===== config.mk =====
export PLATFORM = sky130hd
export DESIGN_NAME = leaf_stream_fifo
export DESIGN_NICKNAME = d
export VERILOG_FILES = /design/src/rtl/leaf_stream_fifo.sv
export SDC_FILE = /design/constraint.sdc
export NUM_CORES = 1
export LEC_CHECK = 0
export ABC_AREA = 1
export ABC_CLOCK_PERIOD_IN_PS = 2900
export CAP_MARGIN = 20
export CORE_ASPECT_RATIO = 1.1
export CORE_MARGIN = 8
export CORE_UTILIZATION = 44
export DETAILED_ROUTE_END_ITERATION = 6
export PLACE_DENSITY_LB_ADDON = 0.08
export SLEW_MARGIN = 20
export SYNTH_ARGS = -nofsm -noshare
export SYNTH_HDL_FRONTEND = slang
export SYNTH_SLANG_ARGS = --single-unit

===== constraint.sdc =====
create_clock -name clk -period 2.9 [get_ports clk]
set_input_delay 0.58 -clock clk [delete_from_list [all_inputs] [get_ports clk]]
set_output_delay 0.58 -clock clk [all_outputs]
set_load 0.03 [all_outputs]

===== src/rtl/leaf_stream_fifo.sv =====
// Synchronous valid/ready FIFO decoupling a producer from a consumer in one clock domain.
// Pointers carry one extra wrap bit so full and empty are distinguishable without a counter.
module leaf_stream_fifo #(
    parameter int DATA_W   = 8,
    parameter int DEPTH    = 4,
    parameter int AF_LEVEL = 3
) (
    input  logic                       clk,
    input  logic                       rst,
    input  logic                       in_valid,
    output logic                       in_ready,
    input  logic [DATA_W-1:0]          in_data,
    output logic                       out_valid,
    input  logic                       out_ready,
    output logic [DATA_W-1:0]          out_data,
    output logic [$clog2(DEPTH):0]     count,
    output logic                       almost_full,
    output logic                       overflow
);

    localparam int AW = $clog2(DEPTH);
    localparam int PW = AW + 1;
    localparam logic [PW-1:0] PTR_ONE  = PW'(1);
    localparam logic [PW-1:0] AF_THRSH = PW'(AF_LEVEL);

    logic [DATA_W-1:0] mem [DEPTH];
    logic [PW-1:0]     wr_ptr;
    logic [PW-1:0]     rd_ptr;
    logic [PW-1:0]     count_next;
    logic              empty;
    logic              full;
    logic              push;
    logic              pop;

    assign empty = (wr_ptr == rd_ptr);
    assign full  = (wr_ptr[AW-1:0] == rd_ptr[AW-1:0]) && (wr_ptr[AW] != rd_ptr[AW]);

    // in_ready deliberately ignores out_ready: a full FIFO refuses a push even while popping.
    assign in_ready  = !full;
    assign out_valid = !empty;
    assign out_data  = mem[rd_ptr[AW-1:0]];
    assign count     = wr_ptr - rd_ptr;

    assign push = in_valid & in_ready;
    assign pop  = out_valid & out_ready;

    always_comb begin
        count_next = count;
        case ({push, pop})
            2'b10:   count_next = count + PTR_ONE;
            2'b01:   count_next = count - PTR_ONE;
            default: count_next = count;
        endcase
    end

    always_ff @(posedge clk or posedge rst) begin
        if (rst) begin
            for (int i = 0; i < DEPTH; i++) begin
                mem[i] <= '0;
            end
            wr_ptr      <= '0;
            rd_ptr      <= '0;
            almost_full <= 1'b0;
            overflow    <= 1'b0;
        end else begin
            if (push) begin
                mem[wr_ptr[AW-1:0]] <= in_data;
                wr_ptr              <= wr_ptr + PTR_ONE;
            end
            if (pop) begin
                rd_ptr <= rd_ptr + PTR_ONE;
            end
            almost_full <= (count_next >= AF_THRSH);
            if (in_valid && !in_ready) begin
                overflow <= 1'b1;
            end
        end
    end

endmodule

==> results.rst <==
.. list-table::
   :header-rows: 1

   * - Metric
     - Value
   * - Status
     - finished, final reports clean
   * - Core area
     - around 0.0047 mm^2
   * - Worst hold path endpoint
     - mem[17]$_DFFE_PP0P_
   * - Number of DRC violations after detailed routing
     - 0
   * - Met1 layer wirelength in the final routing
     - 2.511 mm
   * - Crit-path most repeated cell
     - inv_1
   * - Total of endpoints with negative setup slack in the final report
     - 0
   * - Total count of max-transition violations in the final report
     - 0
   * - Dominant cell type by area after synthesis
     - dfrtp_1
   * - Worst clock skew
     - 6.469 ps
   * - Final hold viol count
     - 0
   * - Crit. Startpoint
     - wr_ptr[0]$_DFFE_PP0P_
   * - Most frequent cell after synthesis
     - nand2_1
   * - Share of synthesized area occupied by flip-flops and latches
     - 46.22%
   * - Hold WC Path Type
     - flop to flop
   * - Global-route wire length before repair
     - 9.473 mm
   * - Net count of the mapped netlist
     - ~290
   * - Buffers from clock root to sink, at most
     - 2
   * - Total met3 wirelength after detailed routing
     - between 300 and 400 um
   * - Number of placed I/O pins
     - 27
   * - Die height
     - 89.59 um
   * - Routed Antenna Nets
     - 0
   * - Weighted congestion reported at the end of routability-driven placement
     - 0.7839
   * - Unrepaired setup endpoints after global routing
     - no
   * - Final Cycle Share
     - 96.29%
   * - Commonest cells in the netlist
     - 88 x nand2_1, 40 x dfrtp_1, 33 x nand4_1, 19 x o21ai_0, 18 x inv_1
   * - Actual transition at the worst max-transition pin
     - between 500 and 600 ps
   * - Post-Route WL
     - 5.657 mm
   * - Delay contributed by the slowest stage of the critical path
     - around 670 ps
   * - Top cells by area in the synthesized netlist
     - dfrtp_1 46%, nand2_1 15%, nand4_1 9.5%
   * - Worst reg2reg setup slack
     - around 420 ps
   * - Number of antenna violations at the first check in global routing
     - 0
   * - Peak supply drop
     - approximately 0.54 mV
   * - #FFs+latches synth
     - 40
   * - CTS sink cnt
     - 40
   * - Detail-routed via count per cell
     - 5.467
   * - CP Data Arrival Time
     - about 2200 ps
   * - Critical path's slowest cell
     - clkdlybuf4s50_1
   * - PortBufs
     - 26
   * - Placed insts
     - 340
   * - Reg2reg start
     - wr_ptr[0]$_DFFE_PP0P_
   * - Post-route cell area
     - ~0.0026 mm^2
   * - Max-Cap Viols
     - 0
   * - Number of standard cells in the layout, taps in and fillers out
     - between 300 and 400
   * - Vias in the first global route
     - between 1500 and 2000
   * - Portion of synthesized cell area occupied by the leading cell type
     - a little under half
   * - Maximum number of pins on one net before global-route repair
     - between 40 and 50
   * - Number of cell rows
     - 26
   * - Startpoint of the worst hold path
     - mem[17]$_DFFE_PP0P_
   * - Average footprint of a synthesized cell
     - just over 8 um^2
   * - Relative slew slack
     - between 60% and 70%
   * - Number of DRC markers after the initial detailed-route iteration
     - about 120
   * - Capturing element type of the critical path
     - output port
   * - Deepest level of the CTS H-tree
     - 2
   * - Width of the die
     - just over 80 um
   * - Share of synthesized registers carrying an async set or reset
     - 100.0%
   * - Die Area
     - ~0.0074 mm^2
   * - Via total after detailed routing
     - between 1500 and 2000
   * - Placement Cell Area
     - ~0.0025 mm^2
   * - Layout cell share with drive strength beyond 1
     - under 10%
   * - Cell chain of the critical path
     - inv_1, ha_1, inv_1, fa_1, clkdlybuf4s50_1
   * - Max layer used
     - met4
   * - CTS Root Buffer Type
     - clkbuf_8
   * - Total number of nets in the final design
     - roughly 310
   * - Aggregate global routing overflow
     - 0
   * - HPWL Detailed
     - 3.654 mm
   * - Number of buffers created by CTS
     - 5
   * - Leakage power figure
     - between 1 and 1.5 nW
   * - Power density over cell area
     - roughly 1400 mW/mm^2
   * - Post-route total power
     - around 0.0036 W
   * - Cell count after synthesis
     - approximately 270
   * - CP max FO
     - 4
   * - Reg-to-reg critical path endpoint
     - almost_full$_DFF_PP0_
   * - Synth Flop Type
     - dfrtp_1
   * - Summed negative setup slack over all endpoints
     - 0 ps
   * - Routed length per placed instance
     - ~16 um
   * - Syn. warnings
     - 0
   * - Clock insertion delay at the later pin of the skew report
     - roughly 290 ps
   * - Metal2 WL
     - 2.731 mm
   * - Post-synth EDFFs
     - 0
   * - Setup crit start kind
     - flop
   * - Post-CTS setup buffer count
     - 0
   * - Effective utilization at floorplan
     - roughly 46%
   * - Endpoint required time on the critical path
     - between 2000 and 2500 ps
   * - Length of the first detailed-routing pass in iterations
     - 4
   * - Crit path kind
     - flop to output port
   * - Global-route usage over all layers
     - 15.71%
   * - Number of unique standard cell types used by synthesis
     - 21
   * - Number of filler cells placed in the layout
     - between 400 and 500
   * - FMAX
     - about 360 MHz
   * - Logic depth of the worst register-to-register path
     - 13
   * - Hold Path Stages
     - 2
   * - TritonCTS clock tree
     - done
   * - Total standard cell area after synthesis
     - between 0.002 and 0.0025 mm^2
   * - Syn-to-layout area delta
     - 18.31%
   * - Count of inserted antenna diode cells
     - 0
   * - Final period demand of the worst path
     - 2792 ps
   * - Clock slew at reported path FFs
     - ~80 ps
## cells by family (layout without fill, tap and decap cells)
family,count (synthesis),count (layout),share of synthesized area [%]
compound gates,28,28,7.048
fa+ha+maj,10,10,6.471
buf+inv,35,61,7.856
xor+xnor,1,1,0.4045
flops,40,40,46.22
simple gates,151,151,32.00
## area by class of cell
| cell class | count | area, um^2 | share of cell area, % |
|---|---|---|---|
| flip-flops and latches | 40 | 1001 | 39.06 |
| repair buffers | 35 | 329.1 | 12.84 |
| multi-input cells | 190 | 994.7 | 38.82 |
| clock buffers | 7 | 96.34 | 3.760 |
| well taps | 56 | 70.07 | 2.734 |
| inverters | 19 | 71.32 | 2.783 |
## worst max-delay path: cells and delay by family, from the launching register on
family                   cells  cell delay [ps]
flip-flops                   1              410
buffers and inverters        3              850
adder cells (fa/ha/maj)      2              660
## state kept, by name, indices dropped and copies added, names as in the netlist
name / cells
overflow: 1
rd_ptr: 3
wr_ptr: 3
mem: 32
almost_full: 1
## timing repair
action	4_1_cts	5_1_grt
hold buffers	0	0
gates resized for setup	1	1
endpoints found under the setup margin	1	1
hold endpoints to repair	0	0
pin swaps	0	0
cloned	0	0
## power breakdown
| group | leakage, nW | switching, W | internal [W] |
|---|---|---|---|
| Sequential | 0.495 | 0.000149 | 0.000820 |
| Clock | 0.0503 | 0.000194 | 0.000212 |
| Combinational | 0.752 | 0.00142 | 0.000818 |
## layer usage
| layer | vias to the layer above | GRT usage [%] |
|---|---|---|
| met3 | 4 | 3.520 |
| met1 | 902 | 19.22 |
| met2 | 48 | 27.02 |
| li1 | 943 | - |
| met5 | - | 0 |
| met4 | 0 | 5.112 |
## placed cells by master, fill, tap and decap left out, drive strengths merged
cell type / synthesis / layout
buf: 10 / 9
clkbuf: 6 / 7
clkdlybuf4s50: 0 / 24
dfrtp: 40 / 40
dlygate4sd2: 0 / 1
dlymetal6s2s: 0 / 1
fa: 2 / 2
ha: 8 / 8
inv: 19 / 19
nand2: 89 / 89
nand3: 13 / 13
nand4: 33 / 33
nor2: 16 / 16
o21ai: 19 / 19
o21bai: 1 / 1
o22ai: 8 / 8
xnor2: 1 / 1
## worst max path at each step
stage	cells after the start	slack, ps	endpoint
after global routing	5	0.8	count[1]
after global placement	8	360	count[2]
after CTS	5	90	count[1]
final	5	110	count[1]
after detailed placement	8	280	count[2]
after floorplan	14	180	almost_full$_DFF_PP0_
## stage by stage
step / hold WS, ps / util [%] / worst slack, ps
after global routing: 488.1 / 54.70 / 0.8387
after CTS: 473.6 / 54.65 / 88.83
after detailed placement: 453.4 / 52.62 / 276.9
after floorplan: 436.6 / - / 178.7
after global placement: 449.2 / 52.62 / 358.0
final: 465.9 / 54.70 / 107.6
No activity file was read; power rests on OpenSTA's default activity.
